**src/rtl/sdram_word_bridge.sv**
```systemverilog
// Splits 32-bit word requests into two 16-bit Avalon-MM SDRAM transactions (low half first)
// and reassembles pipelined read beats into 32-bit responses, bounding outstanding read data.
module sdram_word_bridge #(
   parameter  int ADDR_W   = 24,
   parameter  int MAX_PEND = 8,
   localparam int PW       = $clog2(MAX_PEND + 1)
) (
   input  logic              clk_clk,
   input  logic              reset_reset,
   input  logic              req_valid,
   output logic              req_ready,
   input  logic              req_write,
   input  logic [ADDR_W-1:0] req_addr,
   input  logic [31:0]       req_wdata,
   input  logic [3:0]        req_be,
   output logic              rsp_valid,
   output logic [31:0]       rsp_data,
   output logic [ADDR_W:0]   sdram_address,
   output logic [1:0]        sdram_byteenable_n,
   output logic              sdram_chipselect,
   output logic [15:0]       sdram_writedata,
   output logic              sdram_read_n,
   output logic              sdram_write_n,
   input  logic [15:0]       sdram_readdata,
   input  logic              sdram_readdatavalid,
   input  logic              sdram_waitrequest,
   output logic [PW-1:0]     pend_cnt,
   output logic              err_orphan
);

   // state | meaning
   // IDLE  | no command driven; may accept a request
   // LO    | low-half command on the bus, waiting for waitrequest to drop
   // HI    | high-half command on the bus, waiting for waitrequest to drop
   typedef enum logic [1:0] {IDLE, LO, HI} state_t;

   state_t             state;
   logic [ADDR_W-1:0]  addr_q;
   logic [15:0]        wdata_hi;
   logic [1:0]         be_hi;
   logic               write_q;
   logic               phase;
   logic [15:0]        lo_reg;
   logic               accept;
   logic               rd_accept;
   logic               beat_ok;

   assign req_ready = (state == IDLE) && (pend_cnt <= PW'(MAX_PEND - 2));
   assign accept    = req_valid && req_ready;
   assign rd_accept = accept && !req_write;
   assign beat_ok   = sdram_readdatavalid && (pend_cnt != '0);

   always_ff @(posedge clk_clk) begin
      if (reset_reset) begin
         state              <= IDLE;
         addr_q             <= '0;
         wdata_hi           <= '0;
         be_hi              <= '0;
         write_q            <= 1'b0;
         sdram_address      <= '0;
         sdram_byteenable_n <= 2'b11;
         sdram_chipselect   <= 1'b0;
         sdram_writedata    <= '0;
         sdram_read_n       <= 1'b1;
         sdram_write_n      <= 1'b1;
         pend_cnt           <= '0;
         phase              <= 1'b0;
         lo_reg             <= '0;
         rsp_valid          <= 1'b0;
         rsp_data           <= '0;
         err_orphan         <= 1'b0;
      end else begin
         rsp_valid <= 1'b0;
         case (state)
            IDLE: begin
               if (accept) begin
                  addr_q   <= req_addr;
                  wdata_hi <= req_wdata[31:16];
                  be_hi    <= req_be[3:2];
                  write_q  <= req_write;
                  if (!req_write || req_be[1:0] != 2'b00) begin
                     state              <= LO;
                     sdram_address      <= {req_addr, 1'b0};
                     sdram_writedata    <= req_wdata[15:0];
                     sdram_byteenable_n <= req_write ? ~req_be[1:0] : 2'b00;
                     sdram_chipselect   <= 1'b1;
                     sdram_read_n       <= req_write;
                     sdram_write_n      <= !req_write;
                  end else if (req_be[3:2] != 2'b00) begin
                     state              <= HI;
                     sdram_address      <= {req_addr, 1'b1};
                     sdram_writedata    <= req_wdata[31:16];
                     sdram_byteenable_n <= ~req_be[3:2];
                     sdram_chipselect   <= 1'b1;
                     sdram_read_n       <= 1'b1;
                     sdram_write_n      <= 1'b0;
                  end
               end
            end
            LO: begin
               if (!sdram_waitrequest) begin
                  if (!write_q || be_hi != 2'b00) begin
                     state              <= HI;
                     sdram_address      <= {addr_q, 1'b1};
                     sdram_writedata    <= wdata_hi;
                     sdram_byteenable_n <= write_q ? ~be_hi : 2'b00;
                  end else begin
                     state              <= IDLE;
                     sdram_chipselect   <= 1'b0;
                     sdram_read_n       <= 1'b1;
                     sdram_write_n      <= 1'b1;
                     sdram_byteenable_n <= 2'b11;
                  end
               end
            end
            HI: begin
               if (!sdram_waitrequest) begin
                  state              <= IDLE;
                  sdram_chipselect   <= 1'b0;
                  sdram_read_n       <= 1'b1;
                  sdram_write_n      <= 1'b1;
                  sdram_byteenable_n <= 2'b11;
               end
            end
            default: state <= IDLE;
         endcase

         // Reservation happens at accept, so a beat can retire in the same cycle (net +1).
         pend_cnt <= pend_cnt + (rd_accept ? PW'(2) : PW'(0)) - (beat_ok ? PW'(1) : PW'(0));
         if (sdram_readdatavalid && pend_cnt == '0)
            err_orphan <= 1'b1;

         if (beat_ok) begin
            phase <= !phase;
            if (!phase) begin
               lo_reg <= sdram_readdata;
            end else begin
               rsp_data  <= {sdram_readdata, lo_reg};
               rsp_valid <= 1'b1;
            end
         end
      end
   end

endmodule

```
**config.mk**
```make
export PLATFORM = sky130hd
export DESIGN_NAME = sdram_word_bridge
export DESIGN_NICKNAME = d
export VERILOG_FILES = /design/src/rtl/sdram_word_bridge.sv
export SDC_FILE = /design/constraint.sdc
export NUM_CORES = 1
export LEC_CHECK = 0
export BUFFER_PORTS_ARGS = -buffer_cell sky130_fd_sc_hd__buf_2
export CORE_UTILIZATION = 48
export DETAILED_ROUTE_END_ITERATION = 8
export PLACE_DENSITY_LB_ADDON = 0.2
export SLEW_MARGIN = 0
export SYNTH_ARGS = -nofsm -noshare
export SYNTH_HDL_FRONTEND = slang
export SYNTH_SLANG_ARGS = --single-unit
```
**constraint.sdc**
```tcl
create_clock -name clk_clk -period 2.5 [get_ports clk_clk]
set_clock_uncertainty 0.15 [all_clocks]
set_input_delay 0.125 -clock clk_clk [delete_from_list [all_inputs] [get_ports clk_clk]]
set_output_delay 0.125 -clock clk_clk [all_outputs]
set_load 0.02 [all_outputs]
```
Yosys cells after proc, flatten, opt, wreduce, memory -nomap -nowiden --
Index checks and enable logic that the tools add are counted.
Cells by class: $add $sub $neg 2, multipliers 0, div/mod/pow operators 0, $lt $le $gt $ge 1, eq/ne operators 8, shifts and indexed selects 0, multiplexer cells 48, bitwise gates (word level) 5, reductions and logical operators 26
Operators with widths (number):
- 25-bit 2-to-1 mux | 5
- 16-bit 2-to-1 mux | 5
- 25-bit one-hot mux with 2 select lines | 1
- 16-bit one-hot mux with 2 select lines | 1
- 2-bit 2-to-1 mux | 15
- 1-bit 2-to-1 mux | 16
- 2-bit one-hot mux with 3 select lines | 2
- 2-bit != test (second input constant) | 5
- 5-bit AND reduction | 2
- 1-bit one-hot mux with 3 select lines | 3
- 2-bit nonzero test | 4
- 2-bit inverter | 3
- 2-bit AND reduction | 3
- 6-bit AND reduction | 1
- 1-bit logical AND | 5
- 4-bit by 2-bit adder with 4-bit output | 1
- 4-bit by 3-bit less-or-equal comparator with 1-bit output (second input constant) | 1
- 4-bit zero test | 1
- 4-bit AND reduction | 1
- 4-bit nonzero test | 1
- 4-bit by 1-bit subtractor with 4-bit output | 1
- 1-bit zero test | 3
- 3-bit by 1-bit != test with 1-bit output (second input constant) | 1
- 3-bit nonzero test | 1
- other kinds (6) | 8
Storage, ports and cells: register bits after elaboration 146, latch bits 0, bits in writable memories 0, bits in read-only memories 0, bits of input ports 82, output and inout port bits 85, logic and storage cells 107, memories kept 0

Depth between registers and ports, before layout --
Gate-level depths: netlist of run 1.
depth after elaboration 7, depth in mapped cells 13, gate-level depth less buffers 12

Worst setup path before layout of run 1 --
OpenSTA, ideal clock, no wires.
path kind reg-to-reg, start point reg pend_cnt[2], end point reg pend_cnt[3], library setup time 0.128 ns, arrival time 2.379 ns, data required time 2.222 ns, setup slack -0.157 ns, stages on the path, launching flop included 13, path buffers 1, clock period less this slack 2.657 ns, cell sequence dfxtp_1 > ha_1 > a21bo_2 > and4_1 > clkbuf_1 > nand2b_1 > ha_1 > inv_1 > ha_1 > inv_1 > fa_1 > xnor2_1 > nor2_1
Between the ends: cells in the longest elaborated chain, start to end 7, elaborated cells on any way between the ends 10, those cells by class add/sub (2); order compare (1); mux (2); reduce/logical (5)
RTL lines:
- start, declared | RTL line 27 | output logic [PW-1:0] pend_cnt,
- start signal, assigned | RTL line 129 | pend_cnt <= pend_cnt + (rd_accept ? PW'(2) : PW'(0)) - (beat_ok ? PW'(1) : PW'(0));
- 4-bit by 3-bit less-or-equal comparator with 1-bit output | RTL line 48 | assign req_ready = (state == IDLE) && (pend_cnt <= PW'(MAX_PEND - 2));
- 1-bit logical AND | RTL line 48
- 1-bit logical AND | RTL line 49 | assign accept = req_valid && req_ready;
- 1-bit logical AND | RTL line 50 | assign rd_accept = accept && !req_write;
- 2-bit 2-to-1 mux | RTL line 129
- 4-bit by 2-bit adder with 4-bit output | RTL line 129
- 4-bit by 1-bit subtractor with 4-bit output * | RTL line 129
Every way passes the cells marked *; elsewhere a longest branch is shown, timed or not. A chain may end at the register's enable or synchronous reset.

Worst setup path after layout of run 1 --
start point reg pend_cnt[3], end point reg pend_cnt[2]
The elaborated chain is that of the path after synthesis.

==> results of run 1 <==
## cell type report
type	count	area (um^2)
Fill cell	1009	4020
Sequential cell	146	2928
Tap cell	172	215.2
Clock inverter	12	153.9
Antenna cell	1	2.502
Multi-Input combinational cell	450	3020
Inverter	27	101.3
Clock buffer	20	467.9
Timing Repair Buffer	258	1762
## kinds of logic after synthesis
kind of cell / Yosys count / synth area share, %
buf+inv: 86 / 6.218
mux: 77 / 13.09
fa+ha+maj: 10 / 2.112
xor+xnor: 2 / 0.2790
flops: 146 / 46.55
simple gates: 209 / 16.40
compound gates: 152 / 15.34
## power by group through the flow
stage	Clock, uW	Sequential (uW)	Combinational (uW)
global placement	0	3270	3980
finish	2640	3270	4310
CTS	2690	3260	4230
detailed placement	0	3300	4100
floorplan	0	3690	2660
global route	2800	3340	4700
## cells in the mapped netlist (all sizes together) (4+ instances only)
library cell / instances / share of area, %
nor3b: 4 / 0.48
clkbuf: 31 / 1.9
nand2b: 17 / 1.7
nor4: 25 / 2.5
ha: 9 / 1.8
o21ai: 20 / 1.6
mux2i: 36 / 5.7
a21oi: 64 / 5.1
nor2b: 6 / 0.60
mux2: 41 / 7.4
inv: 27 / 1.6
a22o: 32 / 4.5
nand2: 87 / 5.2
dfxtp: 146 / 47
nor2: 27 / 1.7
buf: 28 / 2.8
a31oi: 26 / 2.7
nor3: 27 / 2.2
## worst min-delay path by stage
stage	depth (start not counted)	slack, ps	startpoint	to
after floorplan	1	100	sdram_readdata[0]	rsp_data[16]
after global placement	2	200	sdram_readdata[7]	rsp_data[23]
after detailed placement	2	210	sdram_readdata[15]	rsp_data[31]
after CTS	4	3	req_wdata[9]	sdram_writedata[9]
after global routing	4	40	req_wdata[8]	sdram_writedata[8]
final	4	20	req_wdata[9]	sdram_writedata[9]
## metal layers
layer  vias to the layer above  share of wire (%)  GRT usage, %
met5                         -                  0             0
met4                         0                2.8         11.88
met3                        36                5.1         5.293
met2                       197                 49         41.30
met1                      2713                 43         29.71
li1                       2836                  -             -
## critical path: stages, from the launching register on
cell and delay (ps):
dfxtp_4 350, inv_2 50, ha_4 160, a21bo_4 220
and4_2 240, nand2b_1 70, ha_1 220, inv_1 60
ha_1 150, inv_2 40, fa_2 530, nor2_1 50
## per-stage QoR
| stage | instances | total power (uW) | hold slack, ps |
|---|---|---|---|
| finish | 1086 | 10220 | 15.38 |
| global placement | 977 | 7252 | 202.7 |
| detailed placement | 977 | 7402 | 206.7 |
| global route | 1086 | 10830 | 43.94 |
| CTS | 1084 | 10180 | 3.250 |
| floorplan | 682 | 6343 | 100.5 |
## what timing repair did
action                                  4_1_cts  5_1_grt
pin swaps                                     1        2
hold buffers                                 75        0
setup buffers                                 0        1
endpoints found under the setup margin        1       18
resized for setup                             1        8
hold endpoints to repair                    116        0
==> results.cfg, run 1 <==
[timing]
worstMarginPinSlew_ps = 522.4
setup_viol = 0
slew_headroom_pct = 65.17
min_period_over_period_pct = 95.84
tns_ps = 0
hold_viol_final = 0
fmax_mhz = 417.4
period_minus_slack_ps = 2396
slew_violations = 0
final.setup.worst_slack_ps = 104.0

[place]
place_ws_ps = 11.71
placed_area_mm2 = 0.007226
globalplace.congestion = 0.7963
portBuffers = 166
hpwl_mm = 10.10

[flow_run]
drv_cap = 0

[pwr]
power_density_mw_per_mm2 = 1181
power_frac_comb_pct = 42.2
pwr-share-clk_pct = 25.8
p_int_uw = 6351
peakVddDrop_mv = 0.6257
p_sw_share_pct = 37.84
p_leak_uw = 0.003735
power.switching_uw = 3866
pwr-share-seq_pct = 32.0

[synth]
syn_inst = 682
synth_seq_area_share_pct = 46.55
yosys_warnings = 0
synth_nets = 774
async_reset_ff_share_pct = 0
ys_ff_latch = 146
synth_edf_count = 0
synth.distinct_cells = 46
syn_area_mm2 = 0.006279
avgSynthCellArea_um2 = 9.206
synth_top_flop_cell = dfxtp_1

[cts]
clk_latency_ps = 410
cts-root-buf = clkbuf_16
clkSlewWorstSetupHoldPaths_ps = 60
tritoncts = done
cts.sinks = 146
clock_path_buffers = 2
cts_buffers = 17
htreeDepth = 4

[setup_path]
end_kind = register
rr_worst_depth = 11
r2r-end = pend_cnt[2]
startpoint = pend_cnt[3]
crit_fanout = 4
arrival_ps = 2530
rrSetupSlack_ps = 100
critPathRequiredTime_ps = 2640
endpoint = pend_cnt[2]
r2r_start = pend_cnt[3]
path_class = register to register
worst_setup_path_start_kind = register

[route]
routed_wl_mm = 16.40
drc = 0
viasPerCell = 5.324
vias = 5782
ant_nets = 0
firstDrtPassIters = 5
drt-wirelength-per-cell_um = 15.10
drtIter0Drc = 292

[finish]
utilization_pct = 68.27
area_delta_synth_final_pct = 37.78
regMostFlops = rsp_data
mostFrequentLayoutCells = buf_2 (165), dfxtp_1 (144), nand2_1 (87)
drive_above_1_share_pct = 29.90
largest_register_ffs = 32
layout.nets = 992
fin_area_mm2 = 0.008651
reg_top3 = rsp_data: 32 flops, sdram_address: 25 flops, addr_q: 24 flops
final_common_cell = buf_2

[hold_path]
hold_path.class = input pin to register

[global_route]
grt_max_degree = 81
grt-ovfl-total = 0
grt_pass1_wl_mm = 26.10
grt_pass1_vias = 5496
antenna_found_initial = 1
grt_usage_pct = 24.53

[floorplanning]
die_height_um = 116.4
die_w_um = 116.4
rows = 41
core_area_mm2 = 0.01267
initial_utilization_pct = 49.55
io_pins = 167
die-area_mm2 = 0.01354

[run_status]
status = finished, final reports clean
(Power assumes the default switching activity.)
==> run 2: changes to the inputs <==
Settings changed: HOLD_SLACK_MARGIN set to 0.06, SETUP_SLACK_MARGIN set to 0.15.
==> run 2 against run 1 <==
Non-clock buffer count increased by 9. Combinational power increased by 3%. Sequential share of layout area about the same. Register-to-register slack improved by 50 ps. Total power about the same. Count of clock-buffer cells in the layout decreased by 1. Worst hold slack improved by 66 ps. Sequential cell count unchanged.
==> results.cfg, run 2 (synthesized netlist as in run 1, its figures left out) <==
[floorplanning]
initial_utilization_pct = 49.55
rows = 41
io_pins = 167
die_w_um = 116.4
core_area_mm2 = 0.01267
die_height_um = 116.4
die-area_mm2 = 0.01354

[pwr]
power_density_mw_per_mm2 = 1178
p_leak_uw = 0.003750
peakVddDrop_mv = 0.8033

[timing]
setup_viol = 0
fmax_mhz = 426.4
slew_violations = 0
worstMarginPinSlew_ps = 496.5
timing.hold.ws_ps = 81.28
slew_headroom_pct = 66.90
min_period_over_period_pct = 93.81
tns_ps = 0
rsz0062_at_grt = yes
hold_viol_final = 0
period_minus_slack_ps = 2345

[setup_path]
rr_worst_depth = 11
end_kind = register
critPathRequiredTime_ps = 2640
r2r-end = pend_cnt[2]
arrival_ps = 2490
crit_fanout = 4
rrSetupSlack_ps = 150
r2r_start = pend_cnt[3]
path_class = register to register
startpoint = pend_cnt[3]
worst_setup_path_start_kind = register

[cts]
cts.sinks = 146
cts_buffers = 17
htreeDepth = 4
tritoncts = done
clk_latency_ps = 420
clkSlewWorstSetupHoldPaths_ps = 60
cts-root-buf = clkbuf_16
clock_path_buffers = 2

[hold_path]
hold_start = req_be[0]
hold_path.class = input pin to register
holdPathEnd = sdram_byteenable_n[0]
worstHoldPathCells = 4

[route]
drc = 0
viasPerCell = 5.347
drtIter0Drc = 317
routed_wl_mm = 16.93
drt-wirelength-per-cell_um = 15.47
ant_nets = 0
firstDrtPassIters = 5
vias = 5850

[finish]
area_delta_synth_final_pct = 37.98
mostFrequentLayoutCells = buf_2 (165), dfxtp_1 (144), nand2_1 (87)
fillers = 1009
final_common_cell = buf_2
drive_above_1_share_pct = 30.37
utilization_pct = 68.37
layout.nets = 1001
n_antenna_cell = 0
largest_register_ffs = 32
reg_top3 = rsp_data: 32 flops, sdram_address: 25 flops, addr_q: 24 flops
regMostFlops = rsp_data

[global_route]
grt_usage_pct = 25.74
grt-ovfl-total = 0
grt_max_degree = 56
antenna_found_initial = 0
grt_pass1_vias = 5691
grt_pass1_wl_mm = 27.23

[place]
portBuffers = 166
hpwl_mm = 10.52
globalplace.congestion = 0.8083

[flow_run]
drv_cap = 0

[run_status]
status = finished, final reports clean
==> run 2: cell type report <==
type                    count  area [um^2]  area share [%]
multi-input cells         450         3008           34.72
repair buffers            267         1822           21.03
clock inverters            13        133.9           1.545
inverters                  27        101.3           1.170
clock buffers              19        452.9           5.228
well taps                 172        215.2           2.484
flip-flops and latches    146         2930           33.82
==> run 2: how the worst max path moves through the flow <==
stage,to,slack (ps),cells past startpoint
after global routing,pend_cnt[2],70,10
after CTS,pend_cnt[2],160,11
final,pend_cnt[2],150,11
after detailed placement,pend_cnt[2],120,10
after global placement,pend_cnt[2],190,10
after floorplan,pend_cnt[2],110,12
==> run 2: where the power goes <==
| part | internal (uW) | leakage [uW] | switching, uW |
|---|---|---|---|
| clock network | 1520 | 0.000281 | 979 |
| logic | 1850 | 0.00227 | 2600 |
| registers | 2930 | 0.00120 | 335 |
| total | 6290 | 0.00375 | 3910 |
==> run 2: per-layer routing <==
| metal | wire length [um] | up-vias | track usage [%] | share of wire [%] |
|---|---|---|---|---|
| li1 | - | 2850 | - | - |
| met1 | 7140 | 2787 | 30.92 | 42 |
| met2 | 8471 | 187 | 43.98 | 50 |
| met3 | 974 | 26 | 5.968 | 5.8 |
| met4 | 342 | 0 | 11.03 | 2.0 |
| met5 | 0 | - | 0 | 0 |
==> run 2: worst max-delay path, cell delays in order, from the launching register on <==
cell	delay, ps
dfxtp_4	340
inv_2	50
ha_4	160
a21bo_2	200
and4_2	210
nand2b_1	70
ha_1	220
inv_1	70
ha_1	140
inv_1	50
fa_2	510
nor2_1	40
==> run 2: stage by stage <==
step                total power [uW]  std cells  setup WS, ps  instance area, um^2
finish                         10210       1094         154.8                 8663
global route                   10850       1094         65.48                 8663
CTS                            10100       1091         159.8                 8603
detailed placement              7438        979         120.0                 7206
global placement                7269        979         189.7                 7206
floorplan                       6357        682         106.9                 6309
==> run 2: timing repair <==
action                     in CTS  in global routing
hold buffers                   79                  0
setup buffers                   1                  3
setup endpoints to repair       2                 15
resized for setup               4                  4
hold endpoints to repair      124                  0
pin swaps                       0                  1
